**src/rtl/ct_merge_pkg.sv**
```systemverilog
// Shared definitions for the ct_merge family: clog2 helper, grant state type and
// reset constants used by ct_merge_wrr and its round-robin picker.
package ct_merge_pkg;

   function automatic int clog2(input int value);
      int res;
      res = 0;
      while ((1 << res) < value) begin
         res++;
      end
      return res;
   endfunction

   typedef enum logic {
      ST_ARB  = 1'b0,
      ST_LOCK = 1'b1
   } state_e;

   localparam state_e RST_STATE     = ST_ARB;
   localparam int     RST_CUR       = 0;
   localparam logic   RST_STG_VALID = 1'b0;
   localparam logic   RST_OUT_VALID = 1'b0;

endpackage

```
**src/rtl/ct_rr_pick.sv**
```systemverilog
// Round-robin picker: the first valid input after cur (wrapping), cur itself last;
// returns cur when no other input is valid. Purely combinational.
module ct_rr_pick #(
   parameter int NI     = 2,
   parameter int NIBITS = 1
) (
   input  logic [NI-1:0]     stg_valid_din_i,
   input  logic [NIBITS-1:0] cur_i,
   output logic [NIBITS-1:0] rr_next_o
);

   // The second loop overrides the first, so any index above cur beats a wrapped one,
   // and within each loop the lowest index wins because it is written last.
   always_comb begin
      rr_next_o = cur_i;
      for (int k = NI - 1; k >= 0; k--) begin
         if (stg_valid_din_i[k] && (NIBITS'(k) < cur_i)) begin
            rr_next_o = NIBITS'(k);
         end
      end
      for (int k = NI - 1; k >= 0; k--) begin
         if (stg_valid_din_i[k] && (NIBITS'(k) > cur_i)) begin
            rr_next_o = NIBITS'(k);
         end
      end
   end

endmodule

```
**src/rtl/ct_merge_wrr.sv**
```systemverilog
// ct_merge_wrr: packet-aware weighted round-robin N-to-1 merge with per-input staging.
// Define CT_MERGE_WRR_OUTREG_EN to insert a one-entry register slice before the outputs.
module ct_merge_wrr
   import ct_merge_pkg::*;
#(
   parameter  int NI     = 2,
   parameter  int WIDTH  = 8,
   parameter  int QBITS  = 4,
   localparam int NIBITS = (NI > 1) ? clog2(NI) : 1
) (
   input  logic                  clk,
   input  logic                  reset,
   input  logic [NI*WIDTH-1:0]   i_data,
   input  logic [NI-1:0]         i_valid,
   input  logic [NI-1:0]         i_eop,
   output logic [NI-1:0]         o_ready,
   input  logic [NI*QBITS-1:0]   i_quantum,
   output logic [WIDTH-1:0]      o_data,
   output logic                  o_eop,
   output logic                  o_valid,
   input  logic                  i_ready,
   output logic [NIBITS-1:0]     o_cur_input,
   output logic                  o_locked
);

   logic [WIDTH-1:0]  stg_data_q [NI];
   logic [NI-1:0]     stg_eop_q;
   logic [NI-1:0]     stg_valid_q;
   logic [NI-1:0]     stg_valid_din;
   logic [NI-1:0]     rdy;

   logic [NIBITS-1:0] cur_q, cur_d;
   logic [NIBITS-1:0] rr_next;
   state_e            state_q, state_d;
   logic [QBITS-1:0]  pkt_cnt_q, pkt_cnt_d;

   logic [WIDTH-1:0]  mux_data;
   logic              mux_eop;
   logic              mux_valid;
   logic              cur_din;
   logic [QBITS-1:0]  cur_quant;
   logic [QBITS:0]    eff_quant;
   logic [QBITS:0]    cnt_inc;
   logic              eop_done;
   logic              accept;
   logic              take;

   // Staging readiness and the next-cycle view of every staging valid
   always_comb begin
      for (int i = 0; i < NI; i++) begin
         rdy[i]           = !stg_valid_q[i] || ((cur_q == NIBITS'(i)) && accept);
         stg_valid_din[i] = rdy[i] ? i_valid[i] : stg_valid_q[i];
      end
   end

   assign o_ready = rdy;

   always_ff @(posedge clk or posedge reset) begin
      if (reset) begin
         for (int i = 0; i < NI; i++) begin
            stg_valid_q[i] <= RST_STG_VALID;
            stg_eop_q[i]   <= 1'b0;
            stg_data_q[i]  <= '0;
         end
      end else begin
         for (int i = 0; i < NI; i++) begin
            if (rdy[i]) begin
               stg_valid_q[i] <= i_valid[i];
               stg_eop_q[i]   <= i_eop[i];
               stg_data_q[i]  <= i_data[WIDTH*i +: WIDTH];
            end
         end
      end
   end

   // Select the granted staging entry and its quantum
   always_comb begin
      mux_data  = '0;
      mux_eop   = 1'b0;
      mux_valid = 1'b0;
      cur_din   = 1'b0;
      cur_quant = '0;
      for (int i = 0; i < NI; i++) begin
         if (cur_q == NIBITS'(i)) begin
            mux_data  = stg_data_q[i];
            mux_eop   = stg_eop_q[i];
            mux_valid = stg_valid_q[i];
            cur_din   = stg_valid_din[i];
            cur_quant = i_quantum[QBITS*i +: QBITS];
         end
      end
   end

`ifdef CT_MERGE_WRR_OUTREG_EN
   logic [WIDTH-1:0] slc_data_q;
   logic             slc_eop_q;
   logic             slc_valid_q;

   assign accept = !slc_valid_q || i_ready;

   always_ff @(posedge clk or posedge reset) begin
      if (reset) begin
         slc_valid_q <= RST_OUT_VALID;
         slc_eop_q   <= 1'b0;
         slc_data_q  <= '0;
      end else if (accept) begin
         slc_valid_q <= mux_valid;
         slc_eop_q   <= mux_eop;
         slc_data_q  <= mux_data;
      end
   end

   assign o_data  = slc_data_q;
   assign o_eop   = slc_eop_q;
   assign o_valid = slc_valid_q;
`else
   assign accept  = mux_valid && i_ready;
   assign o_data  = mux_data;
   assign o_eop   = mux_eop;
   assign o_valid = mux_valid;
`endif

   assign take = accept && mux_valid;

   ct_rr_pick #(
      .NI     (NI),
      .NIBITS (NIBITS)
   ) u_rr_pick (
      .stg_valid_din_i (stg_valid_din),
      .cur_i           (cur_q),
      .rr_next_o       (rr_next)
   );

   // Grant FSM; a zero quantum counts as one packet per grant
   always_comb begin
      cur_d     = cur_q;
      state_d   = state_q;
      pkt_cnt_d = pkt_cnt_q;
      eop_done  = 1'b0;
      eff_quant = (cur_quant == '0) ? (QBITS+1)'(1) : {1'b0, cur_quant};
      cnt_inc   = {1'b0, pkt_cnt_q} + (QBITS+1)'(1);

      case (state_q)
         ST_ARB: begin
            if (!mux_valid) begin
               cur_d     = rr_next;
               pkt_cnt_d = '0;
            end else if (take) begin
               if (mux_eop) begin
                  eop_done = 1'b1;
               end else begin
                  state_d = ST_LOCK;
               end
            end
         end
         ST_LOCK: begin
            if (take && mux_eop) begin
               state_d  = ST_ARB;
               eop_done = 1'b1;
            end
         end
         default: state_d = ST_ARB;
      endcase

      if (eop_done) begin
         if ((cnt_inc >= eff_quant) || !cur_din) begin
            cur_d     = rr_next;
            pkt_cnt_d = '0;
         end else begin
            pkt_cnt_d = cnt_inc[QBITS-1:0];
         end
      end

      if (NI == 1) begin
         cur_d = '0;
      end
   end

   always_ff @(posedge clk or posedge reset) begin
      if (reset) begin
         cur_q     <= NIBITS'(RST_CUR);
         state_q   <= RST_STATE;
         pkt_cnt_q <= '0;
      end else begin
         cur_q     <= cur_d;
         state_q   <= state_d;
         pkt_cnt_q <= pkt_cnt_d;
      end
   end

   assign o_cur_input = cur_q;
   assign o_locked    = (state_q == ST_LOCK);

endmodule

```
**config.mk**
```make
export PLATFORM = sky130hd
export DESIGN_NAME = ct_merge_wrr
export DESIGN_NICKNAME = d
export VERILOG_FILES = /design/src/rtl/ct_merge_pkg.sv /design/src/rtl/ct_rr_pick.sv /design/src/rtl/ct_merge_wrr.sv
export SDC_FILE = /design/constraint.sdc
export NUM_CORES = 1
export LEC_CHECK = 0
export CAP_MARGIN = 40
export CORE_MARGIN = 5
export CORE_UTILIZATION = 30
export DETAILED_ROUTE_END_ITERATION = 8
export PLACE_DENSITY = 0.52
export SLEW_MARGIN = 20
export SYNTH_ARGS = -nofsm -noshare
export SYNTH_HDL_FRONTEND = slang
export SYNTH_SLANG_ARGS = --single-unit
```
**constraint.sdc**
```tcl
create_clock -name clk -period 7.3 [get_ports clk]
set_input_delay 1.46 -clock clk [delete_from_list [all_inputs] [get_ports clk]]
set_output_delay 1.46 -clock clk [all_outputs]
set_load 0.05 [all_outputs]
```
# After elaboration in Yosys (flattened, before gate mapping)
# Cells that the tools add are included.
[classes] bitwise=2 muxes=30 eq_ne=2 add_sub_neg=1 order_cmp=5 n_reduce_logical=17
[op_table] op="$mux W4" n=6
[op_table] op="$mux W1" n=21
[op_table] op="$logic_and A1 B1 Y1" n=9
[op_table] op="$mux W8" n=1
[op_table] op="$add A4 B1 Y5 const B" n=1
[op_table] op="$ge A5 B4 Y1" n=1
[op_table] op="$logic_not A4 Y1" n=1
[op_table] op="$ne A2 B1 Y1 const B" n=2
[op_table] op="$pmux W1 S2" n=2
[op_table] op="$logic_not A1 Y1" n=3
[op_table] op="$logic_or A1 B1 Y1" n=3
[op_table] op="$gt A1 B1 Y1 const A" n=2
[op_table] op="$lt A1 B1 Y1 const A" n=2
[op_table] op="$not A1 Y1" n=2
[op_table] op="$reduce_and A2 Y1" n=1
[totals] out_inout_bits=14 inputBits=31 regBits=26

# Depth between registers and ports, before layout
# Gate-level depths: netlist (run 1).
[logic_depth] depth_word=14 ltp_mapped=10 ltp_nobuf=9

# By module
# A second synthesis (run 1) with hierarchy kept.
[unflattened] cells_unflattened=118 hier_area_um2=1400.1
[by_module_without_submodules] module="ct_merge_wrr" cells_each=116 seq_area_each_um2=650.6 area_each_um2=1386.3 n_inst=1
[by_module_without_submodules] module="ct_rr_pick" cells_each=2 seq_area_each_um2=0.0 area_each_um2=13.8 n_inst=1

# Worst setup path after synthesis (run 1)
# OpenSTA, ideal clock, no wires.
[synth_timing] path_type="input-to-output" start="input port i_ready" end="output port o_ready[1]" required_time_ps=5840 arrival_ps=2075 cell_stages=3 setup_slack_ps=3765 path_buffers=1 path_cell_list="a21boi_1 buf_2 inv_1"
[synth_between] elab_chain_len=3
[synth_rtl] element="start, declared" line="ct_merge_wrr.sv:21" rtl="input logic i_ready,"
[synth_rtl] element="$logic_and A1 B1 Y1" line="ct_merge_wrr.sv:117" rtl="assign accept = mux_valid && i_ready;"
[synth_rtl] element="$logic_and A1 B1 Y1" line="ct_merge_wrr.sv:51" rtl="rdy[i] = !stg_valid_q[i] || ((cur_q == NIBITS'(i)) && accept);"
[synth_rtl] element="$logic_or A1 B1 Y1" line="ct_merge_wrr.sv:51"
[synth_rtl] element="end, declared" line="ct_merge_wrr.sv:16" rtl="output logic [NI-1:0] o_ready,"
# No other way between the ends.

# Worst setup path after layout (run 1)
[layout_timing] start="input port i_ready" end="output port o_ready[0]"
# Same word-level chain as after synthesis.

==> impl_metrics.csv, run 1 <==
group,metric,value,unit
sta,fmax,211,MHz
synth,ys_seq_area_frac,0.473,
power_and_ir_drop,power,0.813,mW
global_routing,grt_max_degree,22,
synth,synth_top_cell_by_area,"dfrtp_1",
layout,nNetsFinal,195,
power_and_ir_drop,peakVddDrop,0.194,mV
synth,synth_edf_count,0,
detailed_routing,postRouteAntennaNets,0,
floorplanning,core,4410,µm²
placed_design,place_inst,206,
worst_setup_path,r2r_start,"o_cur_input$_DFF_PP0_",
sta,grt_setup_unrepaired,"false",
global_routing,overflow,0,
clocking,cts.sink_count,26,
synth,yosys_most_used_dff,"dfrtp_1",
sta,final_max_slew_viol_count,0,
synth,yosys_warnings,0,
layout,finalNonFillerCells,210,
global_routing,grt_pass1_vias,1133,
clocking,cts_tree,"done",
worst_setup_path,end_kind,"output port",
detailed_routing,drtPass1Iterations,2,
sta,setup_tns,0,ps
layout,drive_gt1_frac,0.165,
worst_setup_path,cp-startpoint,"i_ready",
detailed_routing,via_count,1017,
power_and_ir_drop,power_density,413,nW/µm²
clocking,cts_made_buffers,3,
global_routing,antenna_found_initial,0,
floorplanning,die_area,6040,µm²
min_path,hp-class,"flop to flop",
synth,ys_top_cells_by_area,"dfrtp_1 (47%), mux2_1 (13%), mux2_2 (11%)",
synth,synth-seq-cells,26,
sta,post-route-period-util,0.649,
sta,clock_skew,2.69,ps
worst_setup_path,path_max_fanout,11,
synth,synthesis.area,1380,µm²
power_and_ir_drop,total_leakage_power,0.841,nW
floorplanning,die-height,77.7,µm
worst_setup_path,start_kind,"input pin",
global_routing,grt_usage,0.101,
layout,areaGrowthSynthToFinish,43.3,%
layout,final_common_cell,"clkdlybuf4s50_1",
clocking,post_cts_buffers,0,
sta,worst_slew_pin_slew,607,ps
floorplanning,rows,24,
placed_design,dp_hpwl,2300,µm
layout,num_antenna_cells,0,
floorplanning,die_w,77.7,µm
clocking,post_cts_resized,0,
synth,synth_area_per_cell,12.5,µm²
worst_setup_path,critical_path_class,"input pin to output port",
worst_setup_path,arrival,3280,ps
clocking,htreeDepth,1,
detailed_routing,post-route-drc-count,0,
placed_design,routabilityCongestion,0.739,
global_routing,grt_pass1_wl,5090,µm
sta,slew-limit-headroom,0.595,
floorplanning,ios,45,
clocking,cts-hold-fix-buffers,0,
synth,syn-num-nets,146,
synth,async_flop_share,1.00,
detailed_routing,drt-vias-per-instance,4.84,
synth,synth_cell_types,33,
sta,finalCriticalPeriod,4740,ps
min_path,worstHoldStart,"stg_data_q[15]$_DFFE_PP0N_",
worst_setup_path,crit_required,5840,ps
clocking,clk_pin_slew_worst_paths,90,ps
synth,synth_top_cell_area_share,0.473,
clocking,clock-root-buffer,"clkbuf_8",
synth,syn_inst,110,
run,maxCapViolCount,0,
sta,finalHoldViolations,0,
status,status,"complete, no violations",
clocking,clock_latency,270,ps
floorplanning,start_util,0.312,
layout,layout_common_cells,"clkdlybuf4s50_1 (44), dfrtp_1 (26), mux2_1 (16)",
clocking,clock_path_buffers,2,
detailed_routing,avgRoutedWirePerCell,14.4,µm
placed_design,port_buffers,44,
detailed_routing,drt_iter0_markers,36,
detailed_routing,wirelength,3030,µm
sta,setup_viol,0,
cell usage after synthesis, drive strengths merged (2+ instances only):
library cell  instances
ha                    5
o21ai                 4
mux2                 29
nor2                  5
inv                   4
a211oi                2
mux2i                 4
a21oi                 3
dfrtp                26
and3                  2
buf                   4
a211o                 2
a22o                  3
nand3                 2
o211ai                2
nand2b                2
where the power goes:
part           leakage, nW  internal (mW)  switching [mW]
Combinational        0.507          0.212           0.269
Clock               0.0288         0.0482          0.0454
Sequential           0.305          0.200          0.0394
Total                0.841          0.460           0.353
worst max-delay path: stages:
cell	delay [ps]
clkdlybuf4s50_1	560
inv_2	70
o21ai_1	120
buf_4	220
clkdlybuf4s50_1	840
flip-flops by register name, summed over array words and instances, names as in the netlist:
name         cells
o_cur_input      1
o_locked         1
pkt_cnt_q        4
stg_data_q      16
stg_eop_q        2
stg_valid_q      2
per-layer routing:
layer | vias up | routed length [µm] | global-route usage
li1 | 499 | - | -
met1 | 480 | 1410 | 0.133
met2 | 36 | 1340 | 0.161
met3 | 2 | 259 | 0.0405
met4 | 0 | 17 | 0.0155
met5 | - | 0 | 0
metrics by stage:
| stage | cell area (µm²) | hold slack, ps | setup WS, ps | utilization |
|---|---|---|---|---|
| detailed placement | 1920 | 475 | 2590 | 0.434 |
| floorplan | 1380 | 454 | 3760 | - |
| finish | 1970 | 490 | 2560 | 0.446 |
| CTS | 1970 | 496 | 2570 | 0.446 |
| global route | 1970 | 508 | 2510 | 0.446 |
| global placement | 1870 | 464 | 2580 | 0.424 |
layout make-up:
class	instances	area (µm²)
fill	412	2440
sequential	26	651
clock buffer	4	55.1
timing repair buffer	48	498
inverter	4	15.0
multi-input combinational	76	687
tap	52	65.1
logic make-up after synthesis:
logic type               synth area share
buffers and inverters              0.0273
AO/OA/AOI/OAI                       0.118
XOR/XNOR                           0.0127
adder cells (fa/ha/maj)            0.0455
multiplexers                        0.267
AND/OR/NAND/NOR                    0.0564
flip-flops                          0.473
final timing paths:
path,end,slack (ps),depth (start not counted)
setup / recovery,o_ready[0],2560,5
hold / removal,stg_data_q[15]$_DFFE_PP0N_,490,1
setup reg to reg,pkt_cnt_q[0]$_DFFE_PP0P_,5000,9
hold reg to reg,stg_data_q[15]$_DFFE_PP0N_,490,1
max in group asynchronous,o_cur_input$_DFF_PP0_,5250,3
min in group asynchronous,stg_data_q[12]$_DFFE_PP0N_,1550,2
Power figures use the tool's default switching activity.
==> run 2: changes to the inputs <==
- clock period: 7.3 -> 4.8 ns (I/O delays scaled with it)
==> run 2 against run 1 <==
Against the previous run: first-iteration DRC count up 86%; count of clock-buffer cells in the layout down 1; hold slack better by 1.8 ps; sequential power up 52%; die area unchanged; setup slack worse by 1400 ps; routed wire length up 3.4%; flip-flop and latch count unchanged; total power up 50%; critical path type unchanged; largest power group unchanged; highest routed layer unchanged.
==> impl_metrics.csv, run 2 (synthesis results as in run 1) <==
group,metric,value,unit
clocking,cts_tree,"done",
worst_setup_path,reg2reg_slack,2500,ps
global_routing,overflow,0,
run,maxCapViolCount,0,
min_path,hp-class,"flop to flop",
floorplanning,ios,45,
clocking,htreeDepth,1,
placed_design,port_buffers,44,
floorplanning,die_w,77.7,µm
worst_setup_path,path_max_fanout,11,
worst_setup_path,arrival,2670,ps
layout,num_antenna_cells,0,
sta,finalCriticalPeriod,3630,ps
clocking,clock_latency,270,ps
clocking,post_cts_resized,0,
clocking,cts_made_buffers,3,
power_and_ir_drop,total_leakage_power,0.833,nW
min_path,worstHoldStart,"stg_data_q[11]$_DFFE_PP0N_",
layout,drive_gt1_frac,0.159,
global_routing,grt_usage,0.108,
clocking,cts-hold-fix-buffers,0,
clocking,clk_pin_slew_worst_paths,90,ps
status,status,"complete, no violations",
floorplanning,rows,24,
min_path,hold_end,"stg_data_q[11]$_DFFE_PP0N_",
worst_setup_path,crit_required,3840,ps
worst_setup_path,reg2reg_depth,9,
sta,setup_tns,0,ps
floorplanning,start_util,0.312,
detailed_routing,post-route-drc-count,0,
detailed_routing,postRouteAntennaNets,0,
detailed_routing,avgRoutedWirePerCell,15.0,µm
clocking,post_cts_buffers,0,
layout,layout_common_cells,"clkdlybuf4s50_1 (44), dfrtp_1 (26), mux2_1 (16)",
worst_setup_path,critical_path_class,"input pin to output port",
power_and_ir_drop,peakVddDrop,0.327,mV
layout,nNetsFinal,195,
sta,setup_viol,0,
min_path,hold_depth,1,
global_routing,grt_pass1_vias,1149,
layout,reg_top3,"stg_data_q (16), pkt_cnt_q (4)",
worst_setup_path,r2r_start,"o_cur_input$_DFF_PP0_",
sta,clock_skew,2.78,ps
layout,top_register,"stg_data_q",
layout,final_common_cell,"clkdlybuf4s50_1",
clocking,cts.sink_count,26,
detailed_routing,drtPass1Iterations,4,
detailed_routing,drt-vias-per-instance,4.88,
sta,grt_setup_unrepaired,"false",
sta,fmax,276,MHz
layout,fillCellCount,399,
placed_design,dp_hpwl,2450,µm
global_routing,antenna_found_initial,0,
layout,areaGrowthSynthToFinish,42.3,%
floorplanning,die_area,6040,µm²
clocking,clock_path_buffers,2,
worst_setup_path,rr_endpoint,"pkt_cnt_q[0]$_DFFE_PP0P_",
sta,slew-limit-headroom,0.651,
global_routing,grt_max_degree,22,
global_routing,grt_pass1_wl,5440,µm
detailed_routing,wirelength,3130,µm
floorplanning,die-height,77.7,µm
worst_setup_path,start_kind,"input pin",
clocking,clock-root-buffer,"clkbuf_8",
detailed_routing,via_count,1020,
layout,largest_register_ffs,16,
sta,finalHoldViolations,0,
detailed_routing,drt_iter0_markers,67,
worst_setup_path,end_kind,"output port",
sta,whs,492,ps
placed_design,routabilityCongestion,0.703,
power_and_ir_drop,power,1.22,mW
power_and_ir_drop,power_density,625,nW/µm²
sta,final_max_slew_viol_count,0,
sta,post-route-period-util,0.756,
floorplanning,core,4410,µm²
sta,worst_slew_pin_slew,522,ps
==> run 2: worst max-delay path, stage by stage <==
cell and delay (ps):
clkdlybuf4s50_1 550, a21boi_1 100, buf_4 190, inv_1 60
clkdlybuf4s50_1 790
==> run 2: power by group <==
part,switching (mW),leakage (nW),internal (mW)
clock network,0.0669,0.0216,0.0563
logic,0.412,0.507,0.324
registers,0.0603,0.305,0.304
total,0.540,0.833,0.684
==> run 2: through the flow <==
step	setup WS (ps)	cells	instance area [µm²]	utilization
floorplan	2130	110	1380	-
global placement	1120	204	1870	0.424
finish	1170	209	1960	0.443
global route	1090	209	1960	0.443
CTS	1170	209	1960	0.443
detailed placement	1180	206	1920	0.434
==> run 2: layer usage <==
metal	global-route usage	up-vias	routed length, µm
li1	-	499	-
met1	0.138	482	1410
met2	0.185	36	1500
met3	0.0313	3	210
met4	0.0155	0	16
met5	0	-	0
==> run 2: how the worst max path moves through the flow <==
stage | startpoint | end | slack [ps] | depth (start not counted)
finish | i_ready | o_ready[1] | 1170 | 5
global route | i_ready | o_ready[0] | 1090 | 4
CTS | i_ready | o_ready[1] | 1170 | 5
detailed placement | i_ready | o_ready[1] | 1180 | 5
global placement | i_ready | o_ready[1] | 1120 | 5
floorplan | o_cur_input$_DFF_PP0_ | pkt_cnt_q[0]$_DFFE_PP0P_ | 2130 | 10
==> run 2: layout make-up <==
type / count / area, µm² / area share
Multi-Input combinational cell: 76 / 687 / 0.351
Tap cell: 52 / 65.1 / 0.0332
Clock buffer: 3 / 41.3 / 0.0211
Sequential cell: 26 / 651 / 0.332
Timing Repair Buffer: 48 / 498 / 0.254
Inverter: 4 / 15.0 / 0.00767
